`src/rtl/mem_port_arbiter.sv`:
```
// rtl/mem_port_arbiter.sv - two-requester round-robin arbiter for a single 32-bit memory port
//
// Ports:
//   clk, rst                       clock, synchronous active-high reset
//   req_x, we_x, addr_x, wdata_x   requester A (fetch) and B (load/store) transaction inputs
//   gnt_x, done_x, err, rdata      grant, one-cycle completion pulse, timeout flag, read data
//   mux_sel, busy                  port mux select (1 = A), transaction in flight
//   mem_*                          memory port request/write side and ack/read-data return
module mem_port_arbiter #(
  parameter int TIMEOUT_CYCLES = 16,
  parameter int CNT_W          = 8
) (
  input  logic        clk,
  input  logic        rst,
  input  logic        req_a,
  input  logic        we_a,
  input  logic [31:0] addr_a,
  input  logic [31:0] wdata_a,
  input  logic        req_b,
  input  logic        we_b,
  input  logic [31:0] addr_b,
  input  logic [31:0] wdata_b,
  output logic        gnt_a,
  output logic        gnt_b,
  output logic        done_a,
  output logic        done_b,
  output logic        err,
  output logic [31:0] rdata,
  output logic        mux_sel,
  output logic        busy,
  output logic        mem_req,
  output logic        mem_we,
  output logic [31:0] mem_addr,
  output logic [31:0] mem_wdata,
  input  logic [31:0] mem_rdata,
  input  logic        mem_ack
);

  typedef enum logic {IDLE = 1'b0, BUSY = 1'b1} state_t;

  // Counter value seen during the last BUSY cycle allowed before abort.
  localparam logic [CNT_W-1:0] CNT_LAST = CNT_W'(TIMEOUT_CYCLES - 1);

  state_t             state_q, state_d;
  logic               gnt_a_q, gnt_a_d;
  logic               gnt_b_q, gnt_b_d;
  logic               done_a_q, done_a_d;
  logic               done_b_q, done_b_d;
  logic               err_q, err_d;
  logic [31:0]        rdata_q, rdata_d;
  logic               mux_sel_q, mux_sel_d;
  logic               last_a_q, last_a_d;   // 1 = A was served last
  logic [CNT_W-1:0]   cnt_q, cnt_d;
  logic               timed_out;

  assign timed_out = (TIMEOUT_CYCLES != 0) && (cnt_q == CNT_LAST);

  always_comb begin
    state_d   = state_q;
    gnt_a_d   = gnt_a_q;
    gnt_b_d   = gnt_b_q;
    done_a_d  = 1'b0;
    done_b_d  = 1'b0;
    err_d     = err_q;
    rdata_d   = rdata_q;
    mux_sel_d = mux_sel_q;
    last_a_d  = last_a_q;
    cnt_d     = cnt_q;
    case (state_q)
      IDLE: begin
        // A wins when alone, or on a tie when B was served last.
        if (req_a && (!req_b || !last_a_q)) begin
          state_d   = BUSY;
          gnt_a_d   = 1'b1;
          mux_sel_d = 1'b1;
          cnt_d     = '0;
        end else if (req_b) begin
          state_d   = BUSY;
          gnt_b_d   = 1'b1;
          mux_sel_d = 1'b0;
          cnt_d     = '0;
        end
      end
      BUSY: begin
        // An ack on the limit cycle still counts as a normal completion.
        if (mem_ack || timed_out) begin
          state_d  = IDLE;
          gnt_a_d  = 1'b0;
          gnt_b_d  = 1'b0;
          done_a_d = gnt_a_q;
          done_b_d = gnt_b_q;
          last_a_d = gnt_a_q;
          err_d    = !mem_ack;
          rdata_d  = mem_ack ? mem_rdata : 32'h0;
        end else begin
          cnt_d = cnt_q + 1'b1;
        end
      end
      default: state_d = IDLE;
    endcase
  end

  always_ff @(posedge clk) begin
    if (rst) begin
      state_q   <= IDLE;
      gnt_a_q   <= 1'b0;
      gnt_b_q   <= 1'b0;
      done_a_q  <= 1'b0;
      done_b_q  <= 1'b0;
      err_q     <= 1'b0;
      rdata_q   <= 32'h0;
      mux_sel_q <= 1'b0;
      last_a_q  <= 1'b0;
      cnt_q     <= '0;
    end else begin
      state_q   <= state_d;
      gnt_a_q   <= gnt_a_d;
      gnt_b_q   <= gnt_b_d;
      done_a_q  <= done_a_d;
      done_b_q  <= done_b_d;
      err_q     <= err_d;
      rdata_q   <= rdata_d;
      mux_sel_q <= mux_sel_d;
      last_a_q  <= last_a_d;
      cnt_q     <= cnt_d;
    end
  end

  assign gnt_a     = gnt_a_q;
  assign gnt_b     = gnt_b_q;
  assign done_a    = done_a_q;
  assign done_b    = done_b_q;
  assign err       = err_q;
  assign rdata     = rdata_q;
  assign mux_sel   = mux_sel_q;
  assign busy      = (state_q == BUSY);
  assign mem_req   = (state_q == BUSY);
  assign mem_we    = mux_sel_q ? we_a    : we_b;
  assign mem_addr  = mux_sel_q ? addr_a  : addr_b;
  assign mem_wdata = mux_sel_q ? wdata_a : wdata_b;

endmodule

```
`config.mk`:
```
export PLATFORM = sky130hd
export DESIGN_NAME = mem_port_arbiter
export DESIGN_NICKNAME = d
export VERILOG_FILES = /design/src/rtl/mem_port_arbiter.sv
export SDC_FILE = /design/constraint.sdc
export NUM_CORES = 1
export LEC_CHECK = 0
export BUFFER_PORTS_ARGS = -buffer_cell sky130_fd_sc_hd__buf_4
export CAP_MARGIN = 40
export CORE_AREA = 2 2 106 108
export CTS_BUF_LIST = sky130_fd_sc_hd__clkbuf_4
export DETAILED_ROUTE_END_ITERATION = 12
export DIE_AREA = 0 0 108 110
export PLACE_DENSITY = 0.61
export SLEW_MARGIN = 10
export SYNTH_ARGS = -nofsm -noshare
export SYNTH_HDL_FRONTEND = slang
export SYNTH_SLANG_ARGS = --single-unit
```
`constraint.sdc`:
```
create_clock -name clk -period 1.8 [get_ports clk]
set_input_delay 0.54 -clock clk [delete_from_list [all_inputs] [get_ports clk]]
set_output_delay 0.54 -clock clk [all_outputs]
set_load 0.05 [all_outputs]
```
==> out/results.txt, run 1 <==
The logs give 4.71 mm for the sum of routed wire segments on met1 and 1260 ps for the required time of the worst setup path. Total power for the finished layout comes to 0.00360 W. TritonCTS built the clock tree. The class of the tightest hold or removal check is primary input to flop.

The uppermost layer routed was met5. The number of cells on the worst reg-to-reg path is 5. The worst-case clock buffer depth came out at 2.

From synthesis to final layout, the design area changed by 125%. In the final routed layout, each cell accounts on average for 18.8 um. The logs give 11900 um^2 for the die footprint and 0 for the total grt overflow.

For the DRC violation total after the first TritonRoute iteration, the log shows 129. Entering global routing, the biggest net connects 35 pins. The tools report the startpoint of the worst register-to-register path as cnt_q[0].

Setup slack on the worst reg-to-reg path comes out at 100 ps. The flow ran to the end, but the final reports show violations. The reg-to-reg endpoint was cnt_q[7]. The number of max-slew violations in the final report is 0, and the post-CTS clock slew at the launch and capture registers of the worst setup and hold paths is 140 ps. The leakage power figure came out at 2.76 nW.

The path with the worst hold slack has its endpoint at rdata[29]. Setup repair after global routing could not meet its margin everywhere. After clock tree synthesis, the flow added hold-fix buffers numbering 0. The fmax is 487 MHz, and the post-route non-filler standard cell count is 656.

For this design, the sink count on the clock tree is 48. The logs give 0.888 for the placer's final routability congestion estimate and 398 for the post-synth net total. The tools report the global-route wire length before repair as 16.5 mm. The tools report the number of H-tree levels as 2. Leading register cell type out of synthesis: sky130_fd_sc_hd__dfxtp_1. Port buffering added 271 buffers. In this run, synthesis produced a sequential element count of 48. The routed design could run at a clock period as short as 2060 ps. The first-pass iteration count of the detailed router is 4.

The region available for standard cell placement spans 10700 um^2. The routed design uses 5.74 mm of met2 wire. After detailed routing, the met3 layer carries 1.60 mm of wire. Share of cells above drive strength 1: 73.0%. The worst setup path is launched from a flop. The count of vias placed by the detailed router is 3067. The floorplan step set the die width to 108 um. For the final standard cell utilization of the core, the log shows 52.5%. The tools report the via count of the first global-routing pass as 3103.

The final reports fail on setup timing. For this configuration, the core starts out at a cell density of 23.3%. In this run, CTS created clock tree buffers numbering 5. For this run, design rule violations remaining after detail routing come to 0. In this run the worst path has a maximum fanout of 7. Initial antenna violation count: 4. Count of distinct cell types in the synthesized netlist: 36. The run gives 360 ps as the insertion delay of the later-clocked pin in the worst-skew pair. Worst ir drop on vdd: 0.000440 V.

Detailed placer's ending HPWL: 9.61 mm. The count of endpoints failing hold in the final timing report came out at 0. For this run, the total global-route usage over all layers was measured as 18.3%. The normalized max-slew margin came out at 79.4%. The critical path is of the flop to output port type. For the total wire length after detailed routing, the log shows 12.3 mm.

The mean area per synthesized cell was 10.8 um^2. In this run the remaining antenna-violating nets after routing total 0. The mapped cell area is 2490 um^2. Dividing the detail-routed via count by the number of cells gives 4.68. The startpoint identified for the worst hold timing path is mem_rdata[29]. The Yosys step of the flow raised 0 warnings. Of the available clock period, the critical path in the final layout requires 114%.

The run gives -255 ps as the least setup slack across all paths after layout. CTS placed an instance of sky130_fd_sc_hd__clkbuf_4 at the clock tree root. Die span in y: 110 um.

The worst hold path was traced through 2 stages. Counting flops with a built-in enable in the synthesized netlist gives 0. The count of final setup violators was 65; the count of max-cap constraint violations was 0. Including well taps, the total number of placed cells is 635. For this design the top-level I/O count stands at 272. At the pin with the least slew margin, the transition time is 309 ps. Of all flip-flops after synthesis, the portion carrying an async set or reset was 0%.

Gate count after technology mapping: 230. The worst setup path is captured at an output port. Dividing total power by cell area gives a power density of 641 nW/um^2.

The site row count was 38. The final layout contains 682 nets. The number of fill cells in the layout is 933. The signal arrival time at the worst endpoint came out at 1520 ps. The tools report the share of synthesized area occupied by flip-flops and latches as 38.6%. Between clock sinks in the finished design, the worst skew comes to 8.35 ps.
Yosys cell counts (all sizes together) (3+ instances only):
master | instances | area (um^2)
mux2 | 65 | 732
dfxtp | 48 | 961
a22o | 32 | 280
buf | 11 | 63.8
o21ai | 8 | 40.0
a21oi | 7 | 38.8
clkbuf | 7 | 26.3
a211oi | 5 | 37.5
nand3 | 5 | 25.0
and3 | 4 | 25.0
nor2 | 4 | 15.0
inv | 3 | 11.3
nand2 | 3 | 11.3
nand2b | 3 | 18.8
nor2b | 3 | 18.8
power by group:
| group | internal, W | switching [W] |
|---|---|---|
| Clock | 0.000188 | 0.000342 |
| Combinational | 0.000920 | 0.00101 |
| Sequential | 0.00111 | 0.0000282 |
| Total | 0.00222 | 0.00138 |
logic make-up (layout without fill, tap and decap cells):
kind of cell    Yosys count  in the layout  share of synthesized area, %
fa+ha+maj                 1              1                         0.502
other cells               0              1                             0
simple gates             32             32                          7.89
buf+inv                  21            306                          4.07
compound gates           63             63                          19.6
flops                    48             48                          38.6
mux                      65             65                          29.4
layout by cell type, fill, tap and decap left out, types with 2 or more instances in the layout:
master,Yosys,layout
sky130_fd_sc_hd__a21oi_1,6,6
sky130_fd_sc_hd__clkbuf_4,0,7
sky130_fd_sc_hd__nor3_1,2,2
sky130_fd_sc_hd__a211oi_1,5,5
sky130_fd_sc_hd__buf_12,0,6
sky130_fd_sc_hd__buf_6,0,48
sky130_fd_sc_hd__nand2_1,3,3
sky130_fd_sc_hd__o32ai_1,2,2
sky130_fd_sc_hd__nand3_1,5,5
sky130_fd_sc_hd__a22o_1,32,32
sky130_fd_sc_hd__or3_1,2,2
sky130_fd_sc_hd__dfxtp_1,48,46
sky130_fd_sc_hd__o211ai_1,2,2
sky130_fd_sc_hd__nand2b_1,3,3
sky130_fd_sc_hd__clkbuf_16,0,5
sky130_fd_sc_hd__mux2_2,65,3
sky130_fd_sc_hd__mux2_4,0,62
sky130_fd_sc_hd__inv_1,3,3
sky130_fd_sc_hd__and3_1,4,4
sky130_fd_sc_hd__buf_4,4,212
sky130_fd_sc_hd__buf_8,0,24
sky130_fd_sc_hd__o21ai_0,8,8
sky130_fd_sc_hd__nor2b_1,3,3
sky130_fd_sc_hd__nor2_1,4,4
per-stage QoR:
stage	setup TNS (ps)	setup slack [ps]	instance area [um^2]	hold WS (ps)
floorplan	-528	-26.4	2660	467
CTS	-17130	-316	5240	355
global route	-20030	-325	5610	348
detailed placement	0	31.1	4910	465
global placement	0	1.88	4910	463
finish	-15320	-255	5620	372
critical path, stage by stage (launching register included):
cell and delay, ps:
sky130_fd_sc_hd__dfxtp_4 390, sky130_fd_sc_hd__buf_6 140, sky130_fd_sc_hd__clkbuf_16 160, sky130_fd_sc_hd__mux2_4 310, sky130_fd_sc_hd__buf_6 150
how the worst max path moves through the flow:
stage	startpoint	to	slack, ps	depth (start not counted)
finish	mux_sel	mem_wdata[5]	-260	4
global route	mux_sel	mem_wdata[23]	-330	4
CTS	mux_sel	mem_addr[9]	-320	3
detailed placement	mem_ack	cnt_q[7]	30	5
global placement	mem_ack	cnt_q[7]	2	5
floorplan	mux_sel	mem_addr[10]	-30	2
state kept, by name (all words and copies together) (netlist names):
signal    cells
done_a        1
rdata        32
done_b        1
err           1
busy          1
last_a_q      1
mux_sel       1
gnt_b         1
gnt_a         1
cnt_q         8
area by class of cell:
type / count / area (um^2) / area share (%)
antenna: 1 / 2.50 / 0.0446
clock buffer: 7 / 52.6 / 0.936
clock inverter: 1 / 8.76 / 0.156
inverter: 3 / 11.3 / 0.201
multi-input combinational: 161 / 1660 / 29.6
sequential: 48 / 966 / 17.2
tap: 140 / 175 / 3.12
timing repair buffer: 295 / 2740 / 48.8
per-layer routing:
layer,GRT usage [%],vias up
li1,-,1443
met1,20.2,1416
met2,31.9,177
met3,8.70,25
met4,4.30,6
met5,0,-
what timing repair did:
item	CTS	global route
gates cloned	0	7
endpoints found under the setup margin	66	66
gates resized for setup	68	53
setup buffers	1	4
Note: power is estimated with default switching activity, not from simulation.
==> inputs of run 2 (changes only) <==
- ABC_AREA: unset -> 1
- CORE_AREA: 2 2 106 108 -> 2 2 104 106
- DIE_AREA: 0 0 108 110 -> 0 0 106 108
- PLACE_DENSITY: 0.61 -> 0.66
- clock period: 1.8 -> 1.69 ns (I/O delays scaled with it)
==> out/results.txt, run 2 <==
The run finished, with violations left. The final reports fail on setup timing. The total wire length after detailed routing was 12.5 mm; the share of cells above drive strength 1 was 63.4%. The leakage power figure is 2.84 nW, and the post-detailed-route count of antenna-violating nets is 0. The logs give 3281 for the via count of the first global-routing pass and 5530 um^2 for the final design area excluding fillers. In this run the cell area of the synthesized design comes to 2730 um^2. The tree is rooted in a sky130_fd_sc_hd__clkbuf_4. For the share of synthesized area occupied by flip-flops and latches, the log shows 35.2%. The logs give 26.7% for the initial standard-cell utilization of the core and 5080 um^2 for the post-place instance area. In the layout the commonest cells are 227 x sky130_fd_sc_hd__buf_4, 81 x sky130_fd_sc_hd__nand2_1, 51 x sky130_fd_sc_hd__buf_6, 46 x sky130_fd_sc_hd__dfxtp_1, 43 x sky130_fd_sc_hd__mux2_4. Class of the tightest hold or removal check: primary input to flop. The detail-routed net length per standard cell was 16.9 um; the insertion delay of the later-clocked pin in the worst-skew pair was 370 ps.

Of all flip-flops after synthesis, the portion carrying an async set or reset was 0%. In this run the horizontal extent of the chip is 106 um. The number of max-slew violations in the final report was 0; the total inserted antenna cells was 0. Flip-flop count of the largest register after layout: 32. Dividing the final minimum period by the clock period gives 122%. Power spread over the standard cell area amounts to 674 nW/um^2.

For the initial antenna violation count, the log shows 0. For the DRC violation total after the first TritonRoute iteration, the log shows 137. The logs give 0 for the post-cts hold buffer count and -375 ps for the least setup slack across all paths after layout. Setup violations remaining at the end of the flow were counted as 66. The kind of cell with the highest combined delay along the critical path is flip-flops. The tools report the clock sink total as 48. Counting distinct cell types in the post-synthesis netlist gives 26.

The number of enable-type register cells in the synthesized netlist is 0. The average via count per standard cell is 4.50, and the count of max-cap constraint violations is 0. The biggest cell delay along the critical path was 430 ps; the worst-case clock buffer depth was 2. The remaining design rule violation count was 0.

The required time of the worst setup path came out at 1180 ps. For the pin with the worst max-slew slack, the measured transition is 284 ps. The tools report the total grt overflow as 0. A synthesized cell averages 8.35 um^2. The critical path goes through buf_12 > mux2_2 > buf_6. Cells fill 54.0% of the core in the end. The global-route wire length before repair came out at 17.9 mm. Clock tree synthesis inserted a total of 5 buffers.

The largest total area in the synthesized netlist belongs to sky130_fd_sc_hd__dfxtp_1. The count of buffers from port buffering is 271, and the first-pass iteration count of the detailed router is 4. The die span in y is 108 um.

In the final design database the tool counted 774 nets. The time the final worst path needs with I/O delays and setup is 2070 ps. Core footprint: 10200 um^2.

The startpoint class of the critical path is a flop. The run gives 495 as the post-synth net total. STA puts the critical path data arrival time at 1560 ps. The floorplan has 37 rows.

Counting flops and latches in the post-synthesis netlist gives 48. The classification of the worst setup path was flop to output port. Entering global routing, the biggest net connects 38 pins. The worst register-to-register path has a setup slack of 220 ps. The worst setup path is captured at an output port. Clock skew on the completed layout was measured at 10.7 ps.

The worst-case IR drop observed on VDD is 0.000395 V. Most common library cell in the layout ignoring fill and taps: sky130_fd_sc_hd__buf_4. The tools report the count of endpoints failing hold in the final timing report as 0. After clock tree synthesis, the clock-pin slew on the worst setup and hold paths is 150 ps. Yosys instantiated no cell more often than sky130_fd_sc_hd__nand2_1. The placer's final routability congestion estimate came out at 0.876. The logs give 11400 um^2 for the die footprint and 327 for the gate count after technology mapping. Top-area cell type share of the netlist area: 35.2%.

The global routing usage summed across all routing layers came out at 20.0%. The leading register cell type out of synthesis is sky130_fd_sc_hd__dfxtp_1. The area added between synthesis and finish works out to 102%. The slowest stage of the critical path belongs to the cell sky130_fd_sc_hd__dfxtp_4. Yosys printed 0 warnings. The clock tree synthesis step divided the H-tree into 2 levels.

Setup repair after global routing could not meet its margin everywhere. Summed over all nets, the half-perimeter wirelength after detailed placement is 9.72 mm. Yosys attributes the largest share of cell area to sky130_fd_sc_hd__dfxtp_1 35%, sky130_fd_sc_hd__mux2_2 27%, sky130_fd_sc_hd__nand2_1 11%, sky130_fd_sc_hd__nand3_1 7.0%, sky130_fd_sc_hd__nand2_2 3.2%. In this run the count of I/O pins placed on the die edge is 272.

Derived from the worst setup path, the maximum achievable clock frequency is 484 MHz. The count of vias placed by the detailed router is 3344, and the worst-path maximum fanout is 30. TritonCTS built the clock tree. The number of buffers and inverters on the critical path is 2. The commonest cells after synthesis are 81 x sky130_fd_sc_hd__nand2_1, 65 x sky130_fd_sc_hd__mux2_2, 48 x sky130_fd_sc_hd__dfxtp_1. Normalized max-slew margin: 81.0%.
-- run 2: layout make-up --
class | count | area, um^2
fillers | 938 | 4710
inverters | 18 | 67.6
repair buffers | 290 | 2510
multi-input cells | 243 | 1760
clock inverters | 3 | 17.5
clock buffers | 5 | 37.5
well taps | 136 | 170
flip-flops and latches | 48 | 966
-- run 2: path summary, 6_finish.rpt --
path                   to    startpoint  cells after the start
max          mem_addr[20]       mux_sel                      3
min              rdata[0]  mem_rdata[0]                      3
max reg2reg      cnt_q[7]      cnt_q[0]                      8
min reg2reg        done_b         gnt_b                      2
-- run 2: power by group --
part / internal, W / leakage, nW / switching (W) / total [W]
Clock: 0.000162 / 0.0330 / 0.000385 / 0.000546
Combinational: 0.000864 / 2.42 / 0.00109 / 0.00195
Sequential: 0.00118 / 0.392 / 0.0000364 / 0.00122
Total: 0.00221 / 2.84 / 0.00151 / 0.00372
-- run 2: cells by family after synthesis --
logic type	count (synthesis)	share of synthesized area (%)
buffers and inverters	37	6.92
muxes	65	26.8
AOI/OAI and AO/OA	15	3.02
and+or+nand+nor	161	27.6
DFF	48	35.2
adders and majority gates	1	0.458
-- run 2: per-layer routing --
metal | global-route usage, % | vias up | wire length [um]
li1 | - | 1640 | -
met1 | 23.1 | 1536 | 4810
met2 | 36.0 | 154 | 6390
met3 | 6.99 | 14 | 1140
met4 | 4.23 | 0 | 188
met5 | 0 | - | 0
-- run 2: what timing repair did --
| action | in CTS | in global routing |
|---|---|---|
| buffers inserted | 3 | 4 |
| gates cloned | 2 | 2 |
| gates resized for setup | 47 | 21 |
| pin swaps | 0 | 2 |
| endpoints found under the setup margin | 66 | 103 |
-- run 2: through the flow --
stage / cells / setup WS, ps / power, W / hold WS (ps) / TNS (ps)
2_1_floorplan: 327 / -38.7 / 0.00235 / 423 / -1440
3_3_place_gp: 725 / 35.3 / 0.00301 / 430 / 0
3_5_place_dp: 725 / 5.04 / 0.00302 / 437 / 0
4_1_cts: 738 / -400 / 0.00368 / 336 / -21810
5_1_grt: 743 / -427 / 0.00387 / 334 / -24610
6_report: 743 / -375 / 0.00372 / 349 / -21620
-- run 2: worst reg2reg max path: stages, from the launching register on --
cell and delay (ps):
sky130_fd_sc_hd__dfxtp_1 360, sky130_fd_sc_hd__ha_1 230, sky130_fd_sc_hd__nand3_1 110, sky130_fd_sc_hd__inv_1 80
sky130_fd_sc_hd__nand3_4 100, sky130_fd_sc_hd__nand2_4 100, sky130_fd_sc_hd__nor2_8 280, sky130_fd_sc_hd__nand3_1 120
sky130_fd_sc_hd__nand2_1 70
==> inputs of run 3 (changes only) <==
- CORE_AREA: 2 2 104 106 -> 2 2 106 108
- DIE_AREA: 0 0 106 108 -> 0 0 108 110
- PLACE_DENSITY: 0.66 -> 0.62
- clock period: 1.69 -> 2.2 ns (I/O delays scaled with it)
==> out/results.txt, run 3 (same netlist as run 2, synthesis figures left out) <==
The top-level I/O count came out at 272. The logs give 0 for the post-cts hold buffer count and 1540 ps for the required time of the worst setup path. Startpoint of the worst register-to-register path: cnt_q[0]. OpenSTA, run right after detailed placement, puts the worst setup slack at 299 ps.

After detailed routing, the average wire length per cell comes to 15.9 um. The first-pass iteration count of the detailed router was 4; the biggest cell delay along the critical path was 420 ps. The logs give 0 for the count of endpoints failing hold in the final timing report and 1 for the initial antenna violation count. Area occupied by registers: 965 um^2. The logs give 570 ps for the register-to-register path setup slack and 46 for the pin count of the biggest net entering global routing.

Port buffering added 271 buffers. The analysis attributes to net switching a power of 0.00113 W. The global-route wire length before repair is 16.1 mm, and the final cycle utilization of the critical path is 99.9%.

For this block, the via count after detailed routing is 3271. The worst path meets setup with 2.65 ps of slack. After filler insertion, the fill cell instance count of the layout stands at 1039. Leaving out fill and tap cells, the most frequent cells in the layout are 211 x sky130_fd_sc_hd__buf_4, 81 x sky130_fd_sc_hd__nand2_1, 64 x sky130_fd_sc_hd__buf_6, 49 x sky130_fd_sc_hd__mux2_2, 47 x sky130_fd_sc_hd__dfxtp_1.

The worst hold path was traced through 2 stages. The placer's final routability congestion estimate was 0.882. Internal power comes to 0.00165 W. After clock tree synthesis, the clock-pin slew on the worst setup and hold paths is 150 ps.

The flow ran to the end, and the final reports show no timing, DRC or antenna violations. The worst clock skew on the final layout is 11.7 ps, and the post-route non-filler standard cell count is 736. Timing would allow up to 455 MHz. For hold timing, the worst endpoint is rdata[20]. In this run the standard cell core region covers 10700 um^2. The floorplan has 38 rows. Global routing used 17.6% of the available tracks across all layers. For the pin with the worst max-slew slack, the measured transition is 351 ps. The die is 110 um tall. For the detailed placer's ending HPWL, the log shows 8.97 mm. The beginning of the worst hold path was rdata[20]. The multi-input combinational cells in the finished layout cover a total of 1640 um^2. The die covers 11900 um^2. The run gives 0 as the post-detailed-route count of antenna-violating nets.

The net count of the finished layout came out at 763. The path class of the tightest hold or removal check is flop to flop. Reg-to-reg endpoint: rdata[12]. Across the run, the number of max-cap violations was 0. The worst-case clock buffer depth is 2, and the remaining design rule violation count is 0. The TritonCTS buffer count is 5, and the worst reg-to-reg path cell count is 9.

Dividing total power by cell area gives a power density of 524 nW/um^2. For the worst-skew pair, the clock arrives at the later sink with an insertion delay of 370 ps. For this block, the initial DRC count from the detailed router was 117.

The worst path in the final design needs a cycle of 2200 ps, including I/O delays and setup. The library cell used most frequently in the layout, excluding fill and tap cells, is sky130_fd_sc_hd__buf_4. The startpoint class of the critical path is a flop. The worst slack on hold paths came out at 458 ps.

Count of final setup violators: 0. The classification of the worst setup path was flop to output port. CTS saw 48 sinks. The register with the most flip-flops in the layout has 32 of them.

The number of H-tree levels was 2. The via count of the first global-routing pass was 3121. The logs give 1540 ps for the signal arrival time at the worst endpoint and 727 for the cell total after placement. TritonCTS built the clock tree.

At the end of the flow the core is filled with cells to 49.6%. Summed over all layers, the global routing overflow is 0. The share of total power consumed by net switching is 40.8%. The tools report the leakage power figure as 2.68 nW. Setup repair after global routing could not meet its margin everywhere. In this run, the combinational gates consume 51.1% of the power. IR analysis of the VDD net gives a maximum drop of 0.000253 V. The routed design has 11.7 mm of wire. On the critical path, the stage with the largest delay is an instance of sky130_fd_sc_hd__dfxtp_4. From left edge to right edge, the die measures 108 um.

0 antenna diodes ended up in the layout. The share of cells above drive strength 1 was 62.6%. The signal on the critical path passes through clkbuf_16 > mux2_2 > buf_6. The area growth from synthesis to layout is 94.4%. Initial standard-cell utilization of the core: 25.5%. Summed over all failing endpoints, the final setup total negative slack is 0 ps.

The share of total power dissipated in sequential elements is 33.7%. Clock share of power: 15.2%. The normalized max-slew margin was 76.6%.

Capturing element type of the critical path: an output port. In the routed layout, each cell is associated on average with a via count of 4.44. Clock tree synthesis selected as its root buffer the cell sky130_fd_sc_hd__clkbuf_4.

The number of max-slew violations in the final report is 0. In this run the worst path has a maximum fanout of 22.
run 3: layout make-up:
class	count	area share, %
Inverter	18	1.27
Multi-Input combinational cell	242	30.9
Clock buffer	5	0.707
Tap cell	140	3.30
Sequential cell	48	18.2
Clock inverter	3	0.330
Timing Repair Buffer	280	45.3
run 3: worst max-delay path: cells and delay by family (launching register included):
| kind | cells | cell delay, ps |
|---|---|---|
| flip-flops | 1 | 420 |
| multiplexers | 1 | 360 |
| buffers and inverters | 2 | 370 |
run 3: through the flow:
stage,power (W),area [um^2]
after floorplan,0.00175,2730
after global placement,0.00224,4900
after detailed placement,0.00226,4900
after CTS,0.00274,5110
after global routing,0.00292,5310
final,0.00278,5310
run 3: how the worst max path moves through the flow:
stage / startpoint / slack (ps) / end / cells past startpoint
6_report: mux_sel / 3 / mem_wdata[7] / 3
5_1_grt: mux_sel / -70 / mem_addr[6] / 3
4_1_cts: mux_sel / -80 / mem_wdata[10] / 3
3_5_place_dp: wdata_a[10] / 300 / mem_wdata[10] / 3
3_3_place_gp: wdata_b[16] / 300 / mem_wdata[16] / 3
2_1_floorplan: mux_sel / 110 / mem_addr[23] / 3
run 3: power by group through the flow:
stage | Clock, W | Combinational, W | Sequential, W
finish | 0.000422 | 0.00142 | 0.000938
global route | 0.000487 | 0.00149 | 0.000944
CTS | 0.000447 | 0.00136 | 0.000938
detailed placement | 0 | 0.00130 | 0.000956
global placement | 0 | 0.00129 | 0.000955
floorplan | 0 | 0.000677 | 0.00107
run 3: what timing repair did:
action | in CTS | in global routing
cloned | 0 | 1
endpoints found under the setup margin | 65 | 65
buffers inserted | 0 | 0
resized for setup | 41 | 45
run 3: metal layers:
layer / wire length, um / track usage [%] / share of wire [%]
met5: 13 / 0 / 0.11
met4: 53 / 2.66 / 0.45
met3: 1050 / 6.47 / 9.0
met2: 6080 / 32.2 / 52
met1: 4490 / 19.9 / 38
